### config.mk
export PLATFORM = sky130hd
export DESIGN_NAME = mem_bus_arbiter
export DESIGN_NICKNAME = d
export VERILOG_FILES = /design/src/rtl/mem_bus_arbiter.sv
export SDC_FILE = /design/constraint.sdc
export NUM_CORES = 1
export LEC_CHECK = 0
export BUFFER_PORTS_ARGS = -buffer_cell sky130_fd_sc_hd__buf_2
export CAP_MARGIN = 20
export CORE_AREA = 3 3 108 110
export CTS_CLUSTER_DIAMETER = 80
export DETAILED_ROUTE_END_ITERATION = 8
export DIE_AREA = 0 0 111 113
export GPL_TIMING_DRIVEN = 0
export SYNTH_ARGS = -nofsm -noshare
export SYNTH_HDL_FRONTEND = slang
export SYNTH_SLANG_ARGS = --single-unit
### constraint.sdc
create_clock -name clk -period 2 [get_ports clk]
set_input_delay 0.2 -clock clk [delete_from_list [all_inputs] [get_ports clk]]
set_output_delay 0.2 -clock clk [all_outputs]
set_load 0.05 [all_outputs]
### src/rtl/mem_bus_arbiter.sv
// Two-port round-robin arbiter sharing one burst memory bus between the I-cache and D-cache.
// One burst is outstanding at a time; each beat is routed back to whichever cache owns the bus.
module mem_bus_arbiter #(
  parameter int ADDR_W = 32,
  parameter int DATA_W = 32,
  parameter int LEN_W  = 4
) (
  input  logic              clk,
  input  logic              rst,
  input  logic              i_req,
  input  logic [ADDR_W-1:0] i_addr,
  input  logic [LEN_W-1:0]  i_len,
  output logic              i_addr_ok,
  output logic              i_data_ok,
  output logic [DATA_W-1:0] i_rdata,
  output logic              i_done,
  input  logic              d_req,
  input  logic              d_wr,
  input  logic [ADDR_W-1:0] d_addr,
  input  logic [LEN_W-1:0]  d_len,
  input  logic [DATA_W-1:0] d_wdata,
  output logic              d_addr_ok,
  output logic              d_data_ok,
  output logic [DATA_W-1:0] d_rdata,
  output logic              d_done,
  output logic              bus_req,
  output logic              bus_wr,
  output logic [ADDR_W-1:0] bus_addr,
  output logic [LEN_W-1:0]  bus_len,
  output logic [DATA_W-1:0] bus_wdata,
  input  logic              bus_addr_ok,
  input  logic              bus_data_ok,
  input  logic [DATA_W-1:0] bus_rdata,
  output logic              busy
);

  typedef enum logic [1:0] {ST_IDLE, ST_ADDR, ST_DATA} state_t;

  state_t            state_reg, state_next;
  logic              owner_d_reg, owner_d_next;
  logic              last_d_reg, last_d_next;
  logic [ADDR_W-1:0] addr_reg, addr_next;
  logic [LEN_W-1:0]  len_reg, len_next;
  logic              wr_reg, wr_next;
  logic [LEN_W-1:0]  beat_cnt_reg, beat_cnt_next;

  logic addr_ok_pulse;
  logic beat_pulse;
  logic done_pulse;
  logic grant_d;

  always_ff @(posedge clk or posedge rst) begin
    if (rst) begin
      state_reg    <= ST_IDLE;
      owner_d_reg  <= 1'b0;
      last_d_reg   <= 1'b1;
      addr_reg     <= '0;
      len_reg      <= '0;
      wr_reg       <= 1'b0;
      beat_cnt_reg <= '0;
    end else begin
      state_reg    <= state_next;
      owner_d_reg  <= owner_d_next;
      last_d_reg   <= last_d_next;
      addr_reg     <= addr_next;
      len_reg      <= len_next;
      wr_reg       <= wr_next;
      beat_cnt_reg <= beat_cnt_next;
    end
  end

  // D wins a tie only if I was granted last, so neither side can starve the other.
  assign grant_d = d_req && (!i_req || !last_d_reg);

  always_comb begin
    state_next    = state_reg;
    owner_d_next  = owner_d_reg;
    last_d_next   = last_d_reg;
    addr_next     = addr_reg;
    len_next      = len_reg;
    wr_next       = wr_reg;
    beat_cnt_next = beat_cnt_reg;
    addr_ok_pulse = 1'b0;
    beat_pulse    = 1'b0;
    done_pulse    = 1'b0;
    case (state_reg)
      ST_IDLE: begin
        if (i_req || d_req) begin
          owner_d_next = grant_d;
          last_d_next  = grant_d;
          addr_next    = grant_d ? d_addr : i_addr;
          len_next     = grant_d ? d_len : i_len;
          wr_next      = grant_d && d_wr;
          state_next   = ST_ADDR;
        end
      end
      ST_ADDR: begin
        // A beat without an accept is a bridge protocol error and is dropped.
        if (bus_addr_ok) begin
          addr_ok_pulse = 1'b1;
          beat_cnt_next = '0;
          state_next    = ST_DATA;
          if (bus_data_ok) begin
            beat_pulse = 1'b1;
            if (len_reg == '0) begin
              done_pulse = 1'b1;
              state_next = ST_IDLE;
            end else begin
              beat_cnt_next = LEN_W'(1);
            end
          end
        end
      end
      ST_DATA: begin
        if (bus_data_ok) begin
          beat_pulse = 1'b1;
          // Compare before incrementing so a full 2^LEN_W burst never wraps the counter.
          if (beat_cnt_reg == len_reg) begin
            done_pulse = 1'b1;
            state_next = ST_IDLE;
          end else begin
            beat_cnt_next = beat_cnt_reg + LEN_W'(1);
          end
        end
      end
      default: state_next = ST_IDLE;
    endcase
  end

  assign i_addr_ok = addr_ok_pulse && !owner_d_reg;
  assign d_addr_ok = addr_ok_pulse && owner_d_reg;
  assign i_data_ok = beat_pulse && !owner_d_reg;
  assign d_data_ok = beat_pulse && owner_d_reg;
  assign i_done    = done_pulse && !owner_d_reg;
  assign d_done    = done_pulse && owner_d_reg;
  assign i_rdata   = i_data_ok ? bus_rdata : '0;
  assign d_rdata   = d_data_ok ? bus_rdata : '0;

  assign bus_req   = (state_reg == ST_ADDR);
  assign bus_wr    = wr_reg;
  assign bus_addr  = addr_reg;
  assign bus_len   = len_reg;
  // Write beats stream straight from the D-cache; it advances d_wdata on each d_data_ok.
  assign bus_wdata = ((state_reg != ST_IDLE) && owner_d_reg) ? d_wdata : '0;
  assign busy      = (state_reg != ST_IDLE);

endmodule
==> run metrics <==
Synth Instances between 300 and 400; via/cell ratio ~4.7; CP bufs+invs 4; vias in the first global route between 3000 and 4000; status finished with violations; die width 111 um; Largest register FFs 32; clock skew 5.27 ps; Hold Fails Final Rpt 0; total number of vias ~3700; CTS tree done; CP Data Required Time 1800 ps; Post-synth EDFFs 0; failing checks negative setup slack; share of layout cells above drive strength 1 between 60% and 70%; GRT Overall Usage 18.9%; Ant. Diodes 0; starting density of the core between 20% and 30%; total of warnings raised by yosys 0; Hold Path Class in2reg; ANT nets after route 0; sequential share of the synthesized area about 38%; max_cap viols 0; # H-tree levels 2; final worst path period need between 2000 and 2500 ps; worst stage delay on the critical path 410 ps; CORE AREA roughly 11000 sq um; Reg area about 1100 sq um; Setup violations, final 63; Main synth FF type dfrtp_1; RSZ-0062 raised after global routing yes; slew of the pin with the lowest slew margin approximately 660 ps; Fillers 939; remaining global-route overflow 0; total power around 8.3 mW; CP arrival between 1500 and 2000 ps; total clock sinks 45; P_leak slightly above 3 nW; clk slew on worst S/H paths roughly 90 ps; Max-slew headroom ~55%; Final Slew Violations 0; reg2reg setup slack around 150 ps; die footprint roughly 13000 sq um; antenna violations before repair 0; CP max FO 7; nature of the critical path endpoint output port; first-pass GRT wire length ~19000 um; DR WL/cell 16.8 um; power per cell area around 1400 nW/um^2; Top delay family on crit path buffers and inverters; Placement Rows 38; top cell type by total area after synthesis dfrtp_1; drt first pass iters 4; synthesized cell area 2980 sq um; share of synthesized flip-flops with an asynchronous set or reset 100%; NumNets Final 794; CTS root buffer clkbuf_8; Final GP Congestion 0.967; synthesized area per cell approximately 8.7 sq um; flops & latches, synth 45; boundary pin count between 200 and 300; setup TNS -4220 ps; I/O Buffers approximately 280; top post-synthesis cells by area dfrtp_1, and2_1, mux2i_1, o21ai_0, nand2_1; final wirelength between 10000 and 15000 um; Post-DP HPWL just under 10000 um; Residual DRC 0; CTS Buf Count 5; first-iteration detailed-routing DRC count 150; multi-input logic area between 1500 and 2000 sq um; fmax between 0.4 and 0.5 GHz; chip height between 100 and 150 um; area share of the largest cell type after synthesis between 30 and 40%; crit-path cells buf_6 -> ha_4 -> a21oi_4 -> nor3_4 -> buf_12 -> clkbuf_8 -> and2_2 -> buf_8; CP max stage cell dfrtp_1; Area Growth Syn to Fin 96.8%; largest net degree at the start of global routing 43; syn nets approximately 500; Longest Clk Path Bufs 2; Synth cell types 40; Setup crit start kind flop; Skew-Pair Late Insertion Delay approximately 300 ps; Tcrit/Tclk final 105%; worst vdd ir between 800 and 900 uV; setup ws final -104 ps; Setup Crit Path Kind reg2out
[cell usage in the layout, fill, tap and decap left out, types with 5 or more instances in the layout]
cell,instances
and2_1,35
and2_2,26
and2_4,35
buf_2,188
buf_4,21
buf_6,29
buf_8,49
clkbuf_1,6
clkbuf_4,20
clkbuf_8,7
dfrtp_1,39
dfrtp_2,5
inv_1,5
mux2i_1,37
nand2_1,43
nand3_1,5
o21ai_0,38
[Yosys cell counts (2+ instances only)]
master and n:
mux2i_1 37, buf_4 3, xor2_1 2, o21ai_0 39, a21oi_1 3, clkbuf_1 17, nand2_1 44, o211ai_1 3
ha_1 4, xor2_2 2, nor2_1 4, and2_1 96, inv_1 8, or4_1 2, buf_2 3, dfrtp_1 44
nand3_1 6, nor3_1 3
[metal layers]
metal	global-route usage (%)	share of wire (%)	wire length, um	vias to the layer above
li1	-	-	-	1752
met1	22.4	38	5000	1731
met2	34.7	54	7080	168
met3	3.96	6.0	791	18
met4	5.01	2.6	342	0
met5	0	0	0	-
[cell families (layout without fill, tap and decap cells)]
group	Yosys count	in the layout	synth area share, %
AO/OA/AOI/OAI	57	57	11.3
flip-flops	45	45	37.9
XOR/XNOR	4	4	1.68
adder cells (fa/ha/maj)	4	4	1.68
buffers and inverters	31	337	4.41
multiplexers	37	37	12.4
AND/OR/NAND/NOR	164	164	30.6
[report_power, final]
| part | internal (mW) | switching, mW | leakage (nW) | total (mW) |
|---|---|---|---|---|
| combinational | 1.90 | 4.09 | 2.43 | 5.99 |
| sequential | 1.36 | 0.331 | 0.553 | 1.69 |
| clock | 0.249 | 0.348 | 0.0445 | 0.597 |
| total | 3.51 | 4.77 | 3.03 | 8.28 |
[worst register-to-register path: stages (launching register included)]
cell	delay, ps
dfrtp_1	410
buf_6	130
ha_4	160
buf_4	170
nand2b_1	120
o21ai_1	170
or4_1	530
nand3_1	100
[timing repair]
item,in CTS,in global routing
resized for setup,175,140
gates cloned,3,1
hold endpoints to repair,44,0
pin swaps,5,23
buffers inserted,7,4
hold buffers,1,0
endpoints found under the setup margin,136,99
[path summary, 6_finish.rpt]
| path | start | end | cells past startpoint |
|---|---|---|---|
| worst min-delay path | i_req | last_d_reg | 2 |
| min in group asynchronous | rst | bus_addr[23] | 3 |
| max in group asynchronous | rst | last_d_reg | 4 |
| worst min register to register | bus_addr[29] | bus_addr[29] | 2 |
| worst max-delay path | state_reg[0] | i_rdata[16] | 8 |
| worst max register to register | state_reg[0] | beat_cnt_reg[2] | 7 |
[stage by stage]
stage                     worst slack, ps  hold WS, ps  instances  cell area, sq um  util (%)
after floorplan                      39.2          273        342              3080         -
final                                -104          100        788              5860      54.3
after global routing                 -181          123        788              5860      54.3
after detailed placement             -425         79.0        766              4690      43.5
after global placement               -404          401        765              4670      43.3
after CTS                            -115         95.9        784              5450      50.5
[final cells by class]
type                       count  area share [%]
tap                          140            2.99
timing repair buffer         299            39.0
multi-input combinational    266            33.6
inverter                       8           0.512
buffer                        22            3.01
clock inverter                 3           0.363
clock buffer                   5            1.17
sequential                    45            19.3
No activity file was read; power rests on OpenSTA's default activity.
